File: config.mk
export PLATFORM = sky130hd
export DESIGN_NAME = noc_credit_link
export DESIGN_NICKNAME = d
export VERILOG_FILES = /design/src/rtl/noc_link_pkg.sv /design/src/rtl/noc_link_credit_monitor.sv /design/src/rtl/noc_credit_link.sv
export SDC_FILE = /design/constraint.sdc
export NUM_CORES = 1
export LEC_CHECK = 0
export ABC_AREA = 1
export BUFFER_PORTS_ARGS = -buffer_cell sky130_fd_sc_hd__clkbuf_2
export CAP_MARGIN = 20
export CORE_AREA = 3 3 329 331
export CTS_CLUSTER_DIAMETER = 80
export DETAILED_ROUTE_END_ITERATION = 10
export DIE_AREA = 0 0 332 334
export GPL_TIMING_DRIVEN = 0
export HOLD_SLACK_MARGIN = 0.03
export MAX_ROUTING_LAYER = met4
export SKIP_LAST_GASP = 1
export SLEW_MARGIN = 10
export SYNTH_ARGS = -nofsm -noshare
export SYNTH_HDL_FRONTEND = slang
export SYNTH_SLANG_ARGS = --single-unit
export TNS_END_PERCENT = 50
File: constraint.sdc
create_clock -name clk_noc -period 2.4 [get_ports clk_noc]
set_clock_uncertainty 0.05 [all_clocks]
set_input_delay 0.48 -clock clk_noc [delete_from_list [all_inputs] [get_ports clk_noc]]
set_output_delay 0.48 -clock clk_noc [all_outputs]
set_load 0.05 [all_outputs]
File: src/rtl/noc_link_pkg.sv
// Shared types and helpers for the router-to-router credit link.
// The per-stage record depends on module parameters, so it is declared inside noc_credit_link.
package noc_link_pkg;

    // What the monitor sees on one channel in one cycle: {send, credit}.
    typedef enum logic [1:0] {
        EV_IDLE   = 2'b00,
        EV_CREDIT = 2'b01,
        EV_SEND   = 2'b10,
        EV_BOTH   = 2'b11
    } credit_event_e;

    function automatic int credit_cnt_width(input int depth);
        return $clog2(depth + 1);
    endfunction

    function automatic credit_event_e classify_event(input logic send, input logic credit);
        return credit_event_e'({send, credit});
    endfunction

endpackage

File: src/rtl/noc_link_credit_monitor.sv
// One channel's credit tracker: flags sends without credit or credits beyond the buffer depth,
// and keeps saturating flit and packet counters.
module noc_link_credit_monitor
    import noc_link_pkg::*;
#(
    parameter int DEPTH      = 8,
    parameter int STAT_WIDTH = 32
) (
    input  logic                  clk,
    input  logic                  srst,
    input  logic                  send,
    input  logic                  is_tail,
    input  logic                  credit,
    input  logic                  stat_clear,
    output logic                  credit_err,
    output logic [STAT_WIDTH-1:0] flit_count,
    output logic [STAT_WIDTH-1:0] pkt_count
);

    localparam int            CW       = credit_cnt_width(DEPTH);
    localparam logic [CW-1:0] CNT_FULL = CW'(DEPTH);

    logic [CW-1:0]         cnt_reg;
    logic                  err_reg;
    logic [STAT_WIDTH-1:0] flit_reg;
    logic [STAT_WIDTH-1:0] pkt_reg;
    credit_event_e         ev;

    assign ev = classify_event(send, credit);

    always_ff @(posedge clk) begin
        if (srst) begin
            cnt_reg  <= CNT_FULL;
            err_reg  <= 1'b0;
            flit_reg <= '0;
            pkt_reg  <= '0;
        end else begin
            // A simultaneous send and credit cancel out, even at the empty/full limits.
            case (ev)
                EV_SEND: begin
                    if (cnt_reg == '0) err_reg <= 1'b1;
                    else               cnt_reg <= cnt_reg - 1'b1;
                end
                EV_CREDIT: begin
                    if (cnt_reg == CNT_FULL) err_reg <= 1'b1;
                    else                     cnt_reg <= cnt_reg + 1'b1;
                end
                default: ;
            endcase

            if (stat_clear) begin
                err_reg  <= 1'b0;
                flit_reg <= '0;
                pkt_reg  <= '0;
            end else begin
                if (send && (flit_reg != '1))
                    flit_reg <= flit_reg + 1'b1;
                if (send && is_tail && (pkt_reg != '1))
                    pkt_reg <= pkt_reg + 1'b1;
            end
        end
    end

    assign credit_err = err_reg;
    assign flit_count = flit_reg;
    assign pkt_count  = pkt_reg;

endmodule

File: src/rtl/noc_credit_link.sv
// Multi-channel retiming link between two mesh routers: forward flits and reverse credits are
// delayed by independent depths, and each channel carries its own credit monitor.
module noc_credit_link
    import noc_link_pkg::*;
#(
    parameter int NUM_LINKS         = 4,
    parameter int FLIT_WIDTH        = 64,
    parameter int DEST_WIDTH        = 6,
    parameter int NUM_PIPELINE      = 2,
    parameter int CREDIT_PIPELINE   = NUM_PIPELINE,
    parameter int FLIT_BUFFER_DEPTH = 8,
    parameter int STAT_WIDTH        = 32
) (
    input  logic                  clk_noc,
    input  logic                  rst_noc_sync,
    input  logic [FLIT_WIDTH-1:0] data_in     [NUM_LINKS],
    input  logic [DEST_WIDTH-1:0] dest_in     [NUM_LINKS],
    input  logic                  is_tail_in  [NUM_LINKS],
    input  logic                  send_in     [NUM_LINKS],
    output logic                  credit_out  [NUM_LINKS],
    output logic [FLIT_WIDTH-1:0] data_out    [NUM_LINKS],
    output logic [DEST_WIDTH-1:0] dest_out    [NUM_LINKS],
    output logic                  is_tail_out [NUM_LINKS],
    output logic                  send_out    [NUM_LINKS],
    input  logic                  credit_in   [NUM_LINKS],
    input  logic                  stat_clear,
    output logic                  credit_err  [NUM_LINKS],
    output logic [STAT_WIDTH-1:0] flit_count  [NUM_LINKS],
    output logic [STAT_WIDTH-1:0] pkt_count   [NUM_LINKS]
);

    typedef struct packed {
        logic [FLIT_WIDTH-1:0] data;
        logic [DEST_WIDTH-1:0] dest;
        logic                  is_tail;
        logic                  send;
    } stage_t;

    for (genvar gi = 0; gi < NUM_LINKS; gi++) begin : g_link
        stage_t fwd_head;
        stage_t fwd_tail;
        logic   credit_tail;

        assign fwd_head = '{data: data_in[gi], dest: dest_in[gi],
                            is_tail: is_tail_in[gi], send: send_in[gi]};

        if (NUM_PIPELINE == 0) begin : g_fwd_wire
            assign fwd_tail = fwd_head;
        end else begin : g_fwd_pipe
            stage_t fwd_reg [NUM_PIPELINE];

            // Payload is cleared on reset too, so nothing stale can surface afterwards.
            always_ff @(posedge clk_noc) begin
                if (rst_noc_sync) begin
                    for (int i = 0; i < NUM_PIPELINE; i++) fwd_reg[i] <= '0;
                end else begin
                    fwd_reg[0] <= fwd_head;
                    for (int i = 1; i < NUM_PIPELINE; i++) fwd_reg[i] <= fwd_reg[i-1];
                end
            end

            assign fwd_tail = fwd_reg[NUM_PIPELINE-1];
        end

        if (CREDIT_PIPELINE == 0) begin : g_credit_wire
            assign credit_tail = credit_in[gi];
        end else begin : g_credit_pipe
            logic credit_reg [CREDIT_PIPELINE];

            always_ff @(posedge clk_noc) begin
                if (rst_noc_sync) begin
                    for (int i = 0; i < CREDIT_PIPELINE; i++) credit_reg[i] <= 1'b0;
                end else begin
                    credit_reg[0] <= credit_in[gi];
                    for (int i = 1; i < CREDIT_PIPELINE; i++) credit_reg[i] <= credit_reg[i-1];
                end
            end

            assign credit_tail = credit_reg[CREDIT_PIPELINE-1];
        end

        assign data_out[gi]    = fwd_tail.data;
        assign dest_out[gi]    = fwd_tail.dest;
        assign is_tail_out[gi] = fwd_tail.is_tail;
        assign send_out[gi]    = fwd_tail.send;
        assign credit_out[gi]  = credit_tail;

        // The monitor watches the upstream router's view: its own sends and the credits it receives.
        noc_link_credit_monitor #(
            .DEPTH      (FLIT_BUFFER_DEPTH),
            .STAT_WIDTH (STAT_WIDTH)
        ) u_monitor (
            .clk        (clk_noc),
            .srst       (rst_noc_sync),
            .send       (send_in[gi]),
            .is_tail    (is_tail_in[gi]),
            .credit     (credit_tail),
            .stat_clear (stat_clear),
            .credit_err (credit_err[gi]),
            .flit_count (flit_count[gi]),
            .pkt_count  (pkt_count[gi])
        );
    end

endmodule

==> impl_metrics.toml <==
[worst_setup_path]
cp_max_fo = 10
crit_required_ns = 2.86
worstReg2RegStart = "g_link[3].u_monitor.pkt_count[0]"
crit_path_start = "rst_noc_sync"
cp-end-kind = "register"
arrival_ns = 2.72
path_class = "in2reg"
startpoint_type = "input pin"

[routing]
dr.pass1.iters = 5
wl_per_cell_um = 16.2
via_per_inst = 4.32
totalWireLength_mm = 124
drc_errors = 0
vias = 33062
drtIter0Drc = 1814
antenna_left = 0

[synthesis]
ys_seq_area_frac = 0.485
synth.net_count = 5265
yosysUniqueCellTypes = 37
ys_top_cells_by_area = "dfxtp_1 (49%), nor2_1 (13%), inv_1 (9.3%)"
synthFlopType = "dfxtp_1"
ys_ff_latch = 860
synth_edf_count = 0
syn_inst = 4942
yosysWarnings = 0
synth_top_area_cell = "dfxtp_1"
synthesis.area_mm2 = 0.0355
syn_area_per_cell_um2 = 7.18
synth_top_area_frac = 0.485
synth-async-reset-ratio = 0

[global_routing]
track_usage = 0.223
antenna_found_initial = 15
grt_first_pass_wirelength_mm = 186
gr-total-overflow = 0
grt_start_max_net_pins = 16
grt_pass1_vias = 31574

[clocking]
cts_tree = "yes"
post-cts-setup-buffers = 0
cts.path.max_buffers = 3
clkLatencyLatePin_ns = 0.67
numCtsBuffers = 96
cts_sinks = 860
htreeDepth = 3
path_clk_slew_ns = 0.06
cts_root_buf = "clkbuf_16"

[finish]
mostFrequentLayoutCells = "nor2_1 (1248), inv_1 (878), dfxtp_1 (860)"
syn2layout_area_growth_pct = 34.3
nets = 6496
drive_gt1_frac = 0.225
layout_commonest_cell = "nor2_1"
seqCellArea_mm2 = 0.0172
fillers = 10505
multi_input_area_mm2 = 0.0121
largest_reg_flops = 576

[power_and_ir_drop]
leakagePower_nw = 23.2
ir_drop_v = 0.000535
powerDensity_mw_per_mm2 = 702

[die]
ios = 847
die_y_um = 334
dieArea_mm2 = 0.111
core-area_mm2 = 0.105
fp-row-count = 119
die_x_um = 332
initial_core_util = 0.336

[min_path]
hold_path.startpoint = "data_in[122]"
holdCritPathClass = "in2reg"

[sta]
rsz0062_at_grt = "true"
final-setup-viol-count = 0
setup-tns-final_ns = 0
period_minus_slack_ns = 2.26
drv_slew = 0
max_slew_margin = 0.271
finalHoldViolCount = 0
holdWs_ns = 0.0988
clock.fmax_mhz = 442
tightest_slew_ns = 1.09
period_share = 0.943

[flow_run]
drv_cap = 0

[placement]
io_buffers = 845
hpwl_mm = 96.1
gp_congestion = 0.935

[run_status]
status = "complete, no violations"
## power by group
part / switching (mW) / internal [mW] / leakage, nW / total (mW)
sequential: 0.227 / 14.8 / 7.06 / 15.0
combinational: 2.19 / 1.28 / 14.5 / 3.47
clock: 6.29 / 8.64 / 1.58 / 14.9
## critical path: stages
cell,delay [ns]
clkbuf_1,0.38
clkbuf_2,0.46
clkbuf_1,0.60
clkbuf_1,0.66
nor2_1,0.13
## layout make-up
class                      instances  share of cell area
sequential                       860               0.362
tap                             1391              0.0365
clock buffer                     143              0.0590
inverter                         893              0.0704
clock inverter                    33             0.00927
timing repair buffer            1133               0.150
antenna                           14            0.000736
multi-input combinational       2762               0.254
buffer                           427              0.0592
## per-layer routing
layer,GRT usage,vias to the layer above,wire [um]
li1,-,16854,-
met3,0.0542,214,8860
met5,-,-,0
met2,0.379,996,59900
met4,0.0867,0,4750
met1,0.253,14998,50700
## through the flow
step           instance area, um^2  utilization  std cells  power [mW]  worst slack (ns)
2_1_floorplan                35500            -       4942        17.4             0.237
3_3_place_gp                 41400        0.393       7178        18.4             -1.46
3_5_place_dp                 41500        0.393       7181        18.4             -1.01
4_1_cts                      47600        0.451       7642        33.9            0.0335
5_1_grt                      47600        0.452       7656        34.7           -0.0245
6_report                     47600        0.452       7656        33.4             0.137
## logic make-up after synthesis
| group | share of synthesized area |
|---|---|
| buf+inv | 0.174 |
| flops | 0.485 |
| xor+xnor | 0.0158 |
| compound gates | 0.0328 |
| simple gates | 0.281 |
| fa+ha+maj | 0.0107 |
## worst paths after layout
check / endpoint / slack (ns) / cells after the start
worst min register to register: g_link[3].g_fwd_pipe.fwd_reg[0][98] / 0.33 / 2
worst min-delay path: g_link[2].g_fwd_pipe.fwd_reg[0][66] / 0.1 / 3
worst max-delay path: g_link[3].g_fwd_pipe.fwd_reg[0][11] / 0.14 / 5
worst max register to register: g_link[3].u_monitor.pkt_count[31] / 0.26 / 9
## cells in the mapped netlist, types with 37 or more instances
| cell type | number |
|---|---|
| o21ai_0 | 37 |
| xor2_1 | 47 |
| buf_4 | 299 |
| dfxtp_1 | 860 |
| nor2_1 | 1248 |
| nand4_1 | 65 |
| inv_1 | 878 |
| nand3_1 | 224 |
| clkbuf_1 | 85 |
| a21oi_1 | 167 |
| nand2_1 | 805 |
## timing repair
| item | CTS | global route |
|---|---|---|
| hold buffers | 285 | 0 |
| gates resized for setup | 1 | 3 |
| gates cloned | 0 | 0 |
| setup endpoints to repair | 74 | 16 |
| endpoints found under the hold margin | 285 | 0 |
No activity file was read; power rests on OpenSTA's default activity.
